`config.mk`:
```
export PLATFORM = sky130hd
export DESIGN_NAME = reg_scoreboard
export DESIGN_NICKNAME = d
export VERILOG_FILES = /design/src/rtl/reg_scoreboard.sv
export SDC_FILE = /design/constraint.sdc
export NUM_CORES = 1
export LEC_CHECK = 0
export ABC_AREA = 0
export CAP_MARGIN = 20
export CORE_MARGIN = 10
export CORE_UTILIZATION = 60
export CTS_CLUSTER_DIAMETER = 60
export DETAILED_ROUTE_END_ITERATION = 10
export DONT_BUFFER_PORTS = 1
export PLACE_DENSITY = 0.83
export SKIP_CTS_REPAIR_TIMING = 1
export SYNTH_ARGS = -nofsm -noshare
export SYNTH_HDL_FRONTEND = slang
export SYNTH_SLANG_ARGS = --single-unit
export TNS_END_PERCENT = 20
```
`constraint.sdc`:
```
create_clock -name sys_clk -period 2.5 [get_ports sys_clk]
set_clock_uncertainty 0.05 [all_clocks]
set_input_delay 0.125 -clock sys_clk [delete_from_list [all_inputs] [get_ports sys_clk]]
set_output_delay 0.125 -clock sys_clk [all_outputs]
set_load 0.1 [all_outputs]
```
`src/rtl/reg_scoreboard.sv`:
```
// In-order 4-entry pending-destination scoreboard for long-latency ops.
// Optional SB_RETIRE_BYPASS_EN: retiring head entry skips the stall compare.
module reg_scoreboard (
   input  logic       sys_clk,
   input  logic       reset,
   input  logic       issue,
   input  logic [5:0] issue_reg,
   input  logic       retire,
   input  logic [5:0] srca,
   input  logic [5:0] srcb,
   input  logic       srca_en,
   input  logic       srcb_en,
   input  logic [5:0] dstc,
   input  logic       dstc_en,
   output logic       stall,
   output logic [5:0] retire_reg,
   output logic [2:0] count,
   output logic       full,
   output logic       empty
);

   logic [3:0][5:0] ent_q, ent_n;
   logic [3:0]      vld_q, vld_n;
   logic [1:0]      head_q, head_n;
   logic [1:0]      tail_q, tail_n;
   logic [2:0]      cnt_q, cnt_n;
   logic [5:0]      rr_q, rr_n;
   logic            do_ret;
   logic            do_iss;

   assign do_ret = retire && (cnt_q != 3'd0);
   // A retire in the same cycle frees the slot for an issue at full.
   assign do_iss = issue && ((cnt_q != 3'd4) || do_ret);

   always_comb begin
      ent_n  = ent_q;
      vld_n  = vld_q;
      head_n = head_q;
      tail_n = tail_q;
      if (do_ret) begin
         vld_n[head_q] = 1'b0;
         head_n        = head_q + 2'd1;
      end
      if (do_iss) begin
         ent_n[tail_q] = issue_reg;
         vld_n[tail_q] = 1'b1;
         tail_n        = tail_q + 2'd1;
      end
      cnt_n = cnt_q + {2'b00, do_iss} - {2'b00, do_ret};
      rr_n  = vld_n[head_n] ? ent_n[head_n] : 6'd0;
   end

   always_ff @(posedge sys_clk) begin
      if (reset) begin
         ent_q  <= '0;
         vld_q  <= '0;
         head_q <= 2'd0;
         tail_q <= 2'd0;
         cnt_q  <= 3'd0;
         rr_q   <= 6'd0;
      end else begin
         ent_q  <= ent_n;
         vld_q  <= vld_n;
         head_q <= head_n;
         tail_q <= tail_n;
         cnt_q  <= cnt_n;
         rr_q   <= rr_n;
      end
   end

   always_comb begin
      stall = 1'b0;
      for (int i = 0; i < 4; i++) begin
         logic hit;
         logic live;
         hit = (srca_en && (ent_q[i] == srca))
            || (srcb_en && (ent_q[i] == srcb))
            || (dstc_en && (ent_q[i] == dstc));
`ifdef SB_RETIRE_BYPASS_EN
         live = vld_q[i] && !(do_ret && (head_q == 2'(i)));
`else
         live = vld_q[i];
`endif
         if (live && hit) stall = 1'b1;
      end
   end

   assign retire_reg = rr_q;
   assign count      = cnt_q;
   assign full       = (cnt_q == 3'd4);
   assign empty      = (cnt_q == 3'd0);

endmodule
```
==> impl_metrics.prom <==
# TYPE chip_impl_metric gauge
chip_impl_metric{name="setup_violations",unit=""} 0
chip_impl_metric{name="cts_buffers",unit=""} 5
chip_impl_metric{name="placement.io_buffers",unit=""} 0
chip_impl_metric{name="num_io_pins",unit=""} 43
chip_impl_metric{name="final_cell_count_no_fill",unit=""} 425
chip_impl_metric{name="initial_core_util",unit=""} 0.621
chip_impl_metric{name="timing.max_slew.rel_slack",unit=""} 0.335
chip_impl_metric{name="first_global_vias",unit=""} 2594
chip_impl_metric{name="tightestPinTransition",unit="ns"} 0.997
chip_impl_metric{name="largest_register_ff_count",unit=""} 24
chip_impl_metric{name="seq_total_area_yosys",unit=""} 0.280
chip_impl_metric{name="timing.critical_path.fanout_max",unit=""} 7
chip_impl_info{name="end_kind",value="flip-flop"} 1
chip_impl_metric{name="ir_worst_vdd",unit="V"} 0.00105
chip_impl_metric{name="drt.antenna.violating_nets",unit=""} 0
chip_impl_metric{name="final_area",unit="um2"} 3170
chip_impl_info{name="criticalPathCategory",value="flip-flop to flip-flop"} 1
chip_impl_info{name="netlist.top_cell.by_area",value="dfxtp_1"} 1
chip_impl_metric{name="clk-insertion-delay-late",unit="ns"} 0.29
chip_impl_metric{name="number_of_vias_in_the_routed_layout",unit=""} 2683
chip_impl_metric{name="netlist_area",unit="um2"} 2930
chip_impl_info{name="final_common_cell",value="xnor2_1"} 1
chip_impl_metric{name="placed_cells",unit=""} 408
chip_impl_metric{name="r2r_cells",unit=""} 6
chip_impl_metric{name="hold-path-cell-count",unit=""} 2
chip_impl_info{name="global_route.peak_usage_layer",value="met2"} 1
chip_impl_metric{name="cp.arrival",unit="ns"} 2.43
chip_impl_info{name="worst_min_delay_path_startpoint",value="issue"} 1
chip_impl_metric{name="period_needed",unit="ns"} 2.28
chip_impl_metric{name="cts-htree-levels",unit=""} 2
chip_impl_metric{name="drt-pass1-iter-count",unit=""} 7
chip_impl_metric{name="globalRouteMet1Util",unit=""} 0.231
chip_impl_metric{name="timing.reg2reg.setup_slack",unit="ns"} 0.22
chip_impl_metric{name="globalRouteMet3Util",unit=""} 0.0748
chip_impl_metric{name="synth_enable_flop_cells",unit=""} 0
chip_impl_metric{name="final_min_period_over_clock_period",unit=""} 0.913
chip_impl_metric{name="drive_gt1_frac",unit=""} 0.0840
chip_impl_info{name="reg2reg_from",value="count[1]"} 1
chip_impl_metric{name="grt_pass1_wl",unit="mm"} 13.4
chip_impl_info{name="worst_hold_path.endpoint",value="vld_q[1]"} 1
chip_impl_metric{name="hold_violations",unit=""} 0
chip_impl_metric{name="cts-root-to-sink-buffers",unit=""} 2
chip_impl_info{name="run_status",value="finished, final reports clean"} 1
chip_impl_metric{name="yosys_warnings",unit=""} 0
chip_impl_metric{name="grt-ovfl-total",unit=""} 0
chip_impl_metric{name="grt_usage",unit=""} 0.199
chip_impl_metric{name="first_iter_violations",unit=""} 464
chip_impl_metric{name="gr-usage-met2",unit=""} 0.310
chip_impl_metric{name="synth_top_area_share",unit=""} 0.280
chip_impl_metric{name="timing.critical_path.required",unit="ns"} 2.65
chip_impl_metric{name="post_synth.cell_area_avg",unit="um2"} 7.95
chip_impl_metric{name="final_nets",unit=""} 397
chip_impl_metric{name="fp-row-count",unit=""} 25
chip_impl_info{name="ys_dominant_reg_cell",value="dfxtp_1"} 1
chip_impl_metric{name="timing.fmax",unit="MHz"} 438
chip_impl_metric{name="syn_inst",unit=""} 369
chip_impl_metric{name="detail_route.wirelength",unit="mm"} 8.31
chip_impl_metric{name="die_width",unit="um"} 89.9
chip_impl_metric{name="clock-sinks",unit=""} 41
chip_impl_metric{name="core",unit="um2"} 4720
chip_impl_metric{name="finalSetupTns",unit="ns"} 0
chip_impl_info{name="grt_setup_unrepaired",value="false"} 1
chip_impl_metric{name="wl_per_cell",unit="um"} 19.5
chip_impl_metric{name="async_flop_share",unit=""} 0
chip_impl_metric{name="largest_net_degree_at_the_start_of_global_routing",unit=""} 37
chip_impl_info{name="tritoncts",value="done"} 1
chip_impl_metric{name="fp.dieArea",unit="um2"} 8090
chip_impl_metric{name="power.leakage",unit="uW"} 0.00121
chip_impl_metric{name="antenna_found_initial",unit=""} 1
chip_impl_info{name="synth_top_cells_by_area",value="dfxtp_1, xnor2_1, xor2_1"} 1
chip_impl_metric{name="maxSlewViolCount",unit=""} 0
chip_impl_metric{name="clkTransAtPathRegs",unit="ns"} 0.07
chip_impl_metric{name="synth_seq_cells",unit=""} 41
chip_impl_metric{name="layout-area-overhead-vs-synth",unit="%"} 8.02
chip_impl_info{name="min-delay-path-class",value="input pin to flip-flop"} 1
chip_impl_info{name="rr_endpoint",value="retire_reg[2]"} 1
chip_impl_metric{name="vias_per_cell",unit=""} 6.31
chip_impl_info{name="clock_tree.root_cell",value="clkbuf_8"} 1
chip_impl_info{name="layout.cells.most_common_list",value="xnor2_1, nand2_1, dfxtp_1, xor2_1, nor2_1"} 1
chip_impl_info{name="worst_setup_path_start_kind",value="flip-flop"} 1
chip_impl_metric{name="dp_hpwl",unit="mm"} 6.40
chip_impl_metric{name="gp_congestion",unit=""} 0.922
chip_impl_metric{name="post-route-drc-count",unit=""} 0
chip_impl_metric{name="max-cap-violations",unit=""} 0
chip_impl_metric{name="placed_cell_areas",unit="um2"} 3000
chip_impl_metric{name="power_density",unit="nW/um2"} 1000
chip_impl_metric{name="synth_cell_type_count",unit=""} 41
chip_impl_metric{name="die-height",unit="um"} 89.9
chip_impl_metric{name="postSynthNetCount",unit=""} 410
[Yosys cell counts, drive strengths merged (5+ instances only)]
master    n
a21oi    20
a22oi     5
a31oi     6
buf       7
clkbuf   37
dfxtp    41
ha        9
inv       5
mux2i    11
nand2    40
nand2b    7
nand3    12
nand4    13
nor2     22
nor4     12
o2111ai   5
o21ai     8
o31ai     5
o32a      5
xnor2    41
xor2     37
[where the power goes]
group | internal [uW] | switching, uW | total (uW)
registers | 772 | 385 | 1160
clock network | 198 | 215 | 414
logic | 589 | 1010 | 1600
[how the worst max path moves through the flow]
stage / startpoint / end / depth (start not counted)
after global routing: count[1] / retire_reg[2] / 7
after floorplan: count[2] / count[2] / 10
final: count[1] / retire_reg[2] / 6
after CTS: count[1] / retire_reg[2] / 6
after global placement: count[1] / retire_reg[2] / 6
after detailed placement: count[1] / retire_reg[2] / 6
[cell type report]
type | count | area [um2]
multi-input combinational | 279 | 1940
fill | 391 | 1550
sequential | 41 | 832
timing repair buffer | 24 | 210
tap | 67 | 83.8
clock buffer | 8 | 80.1
inverter | 5 | 18.8
antenna | 1 | 2.50
[critical path, cell delays in order, from the launching register on]
cell	delay, ns
dfxtp_4	0.37
or4b_1	0.53
and3_1	0.26
buf_4	0.20
nor3_1	0.47
nand2_1	0.10
a31oi_1	0.21
[logic make-up (layout without fill, tap and decap cells)]
| group | after synthesis | count (layout) | share of synthesized area |
|---|---|---|---|
| compound gates | 62 | 62 | 0.141 |
| xor+xnor | 78 | 78 | 0.233 |
| fa+ha+maj | 10 | 10 | 0.0452 |
| buf+inv | 49 | 37 | 0.0661 |
| flops | 41 | 41 | 0.280 |
| mux | 11 | 11 | 0.0375 |
| other cells | 0 | 1 | 0 |
| simple gates | 118 | 118 | 0.198 |
[through the flow]
step / setup WS, ns / total power (uW) / hold slack, ns / util
6_report: 0.218 / 3170 / 0.0116 / 0.671
5_1_grt: 0.0721 / 3360 / 0.0121 / 0.671
4_1_cts: 0.209 / 3130 / -0.157 / 0.651
3_5_place_dp: 0.233 / 2720 / 0.145 / 0.634
3_3_place_gp: 0.307 / 2680 / 0.140 / 0.634
2_1_floorplan: -0.237 / 2370 / 0.215 / -
[layer usage]
layer | up-vias | routed length, um
li1 | 1241 | -
met1 | 1220 | 3120
met2 | 177 | 3800
met3 | 45 | 932
met4 | 0 | 455
met5 | - | 0
(Power assumes the default switching activity.)
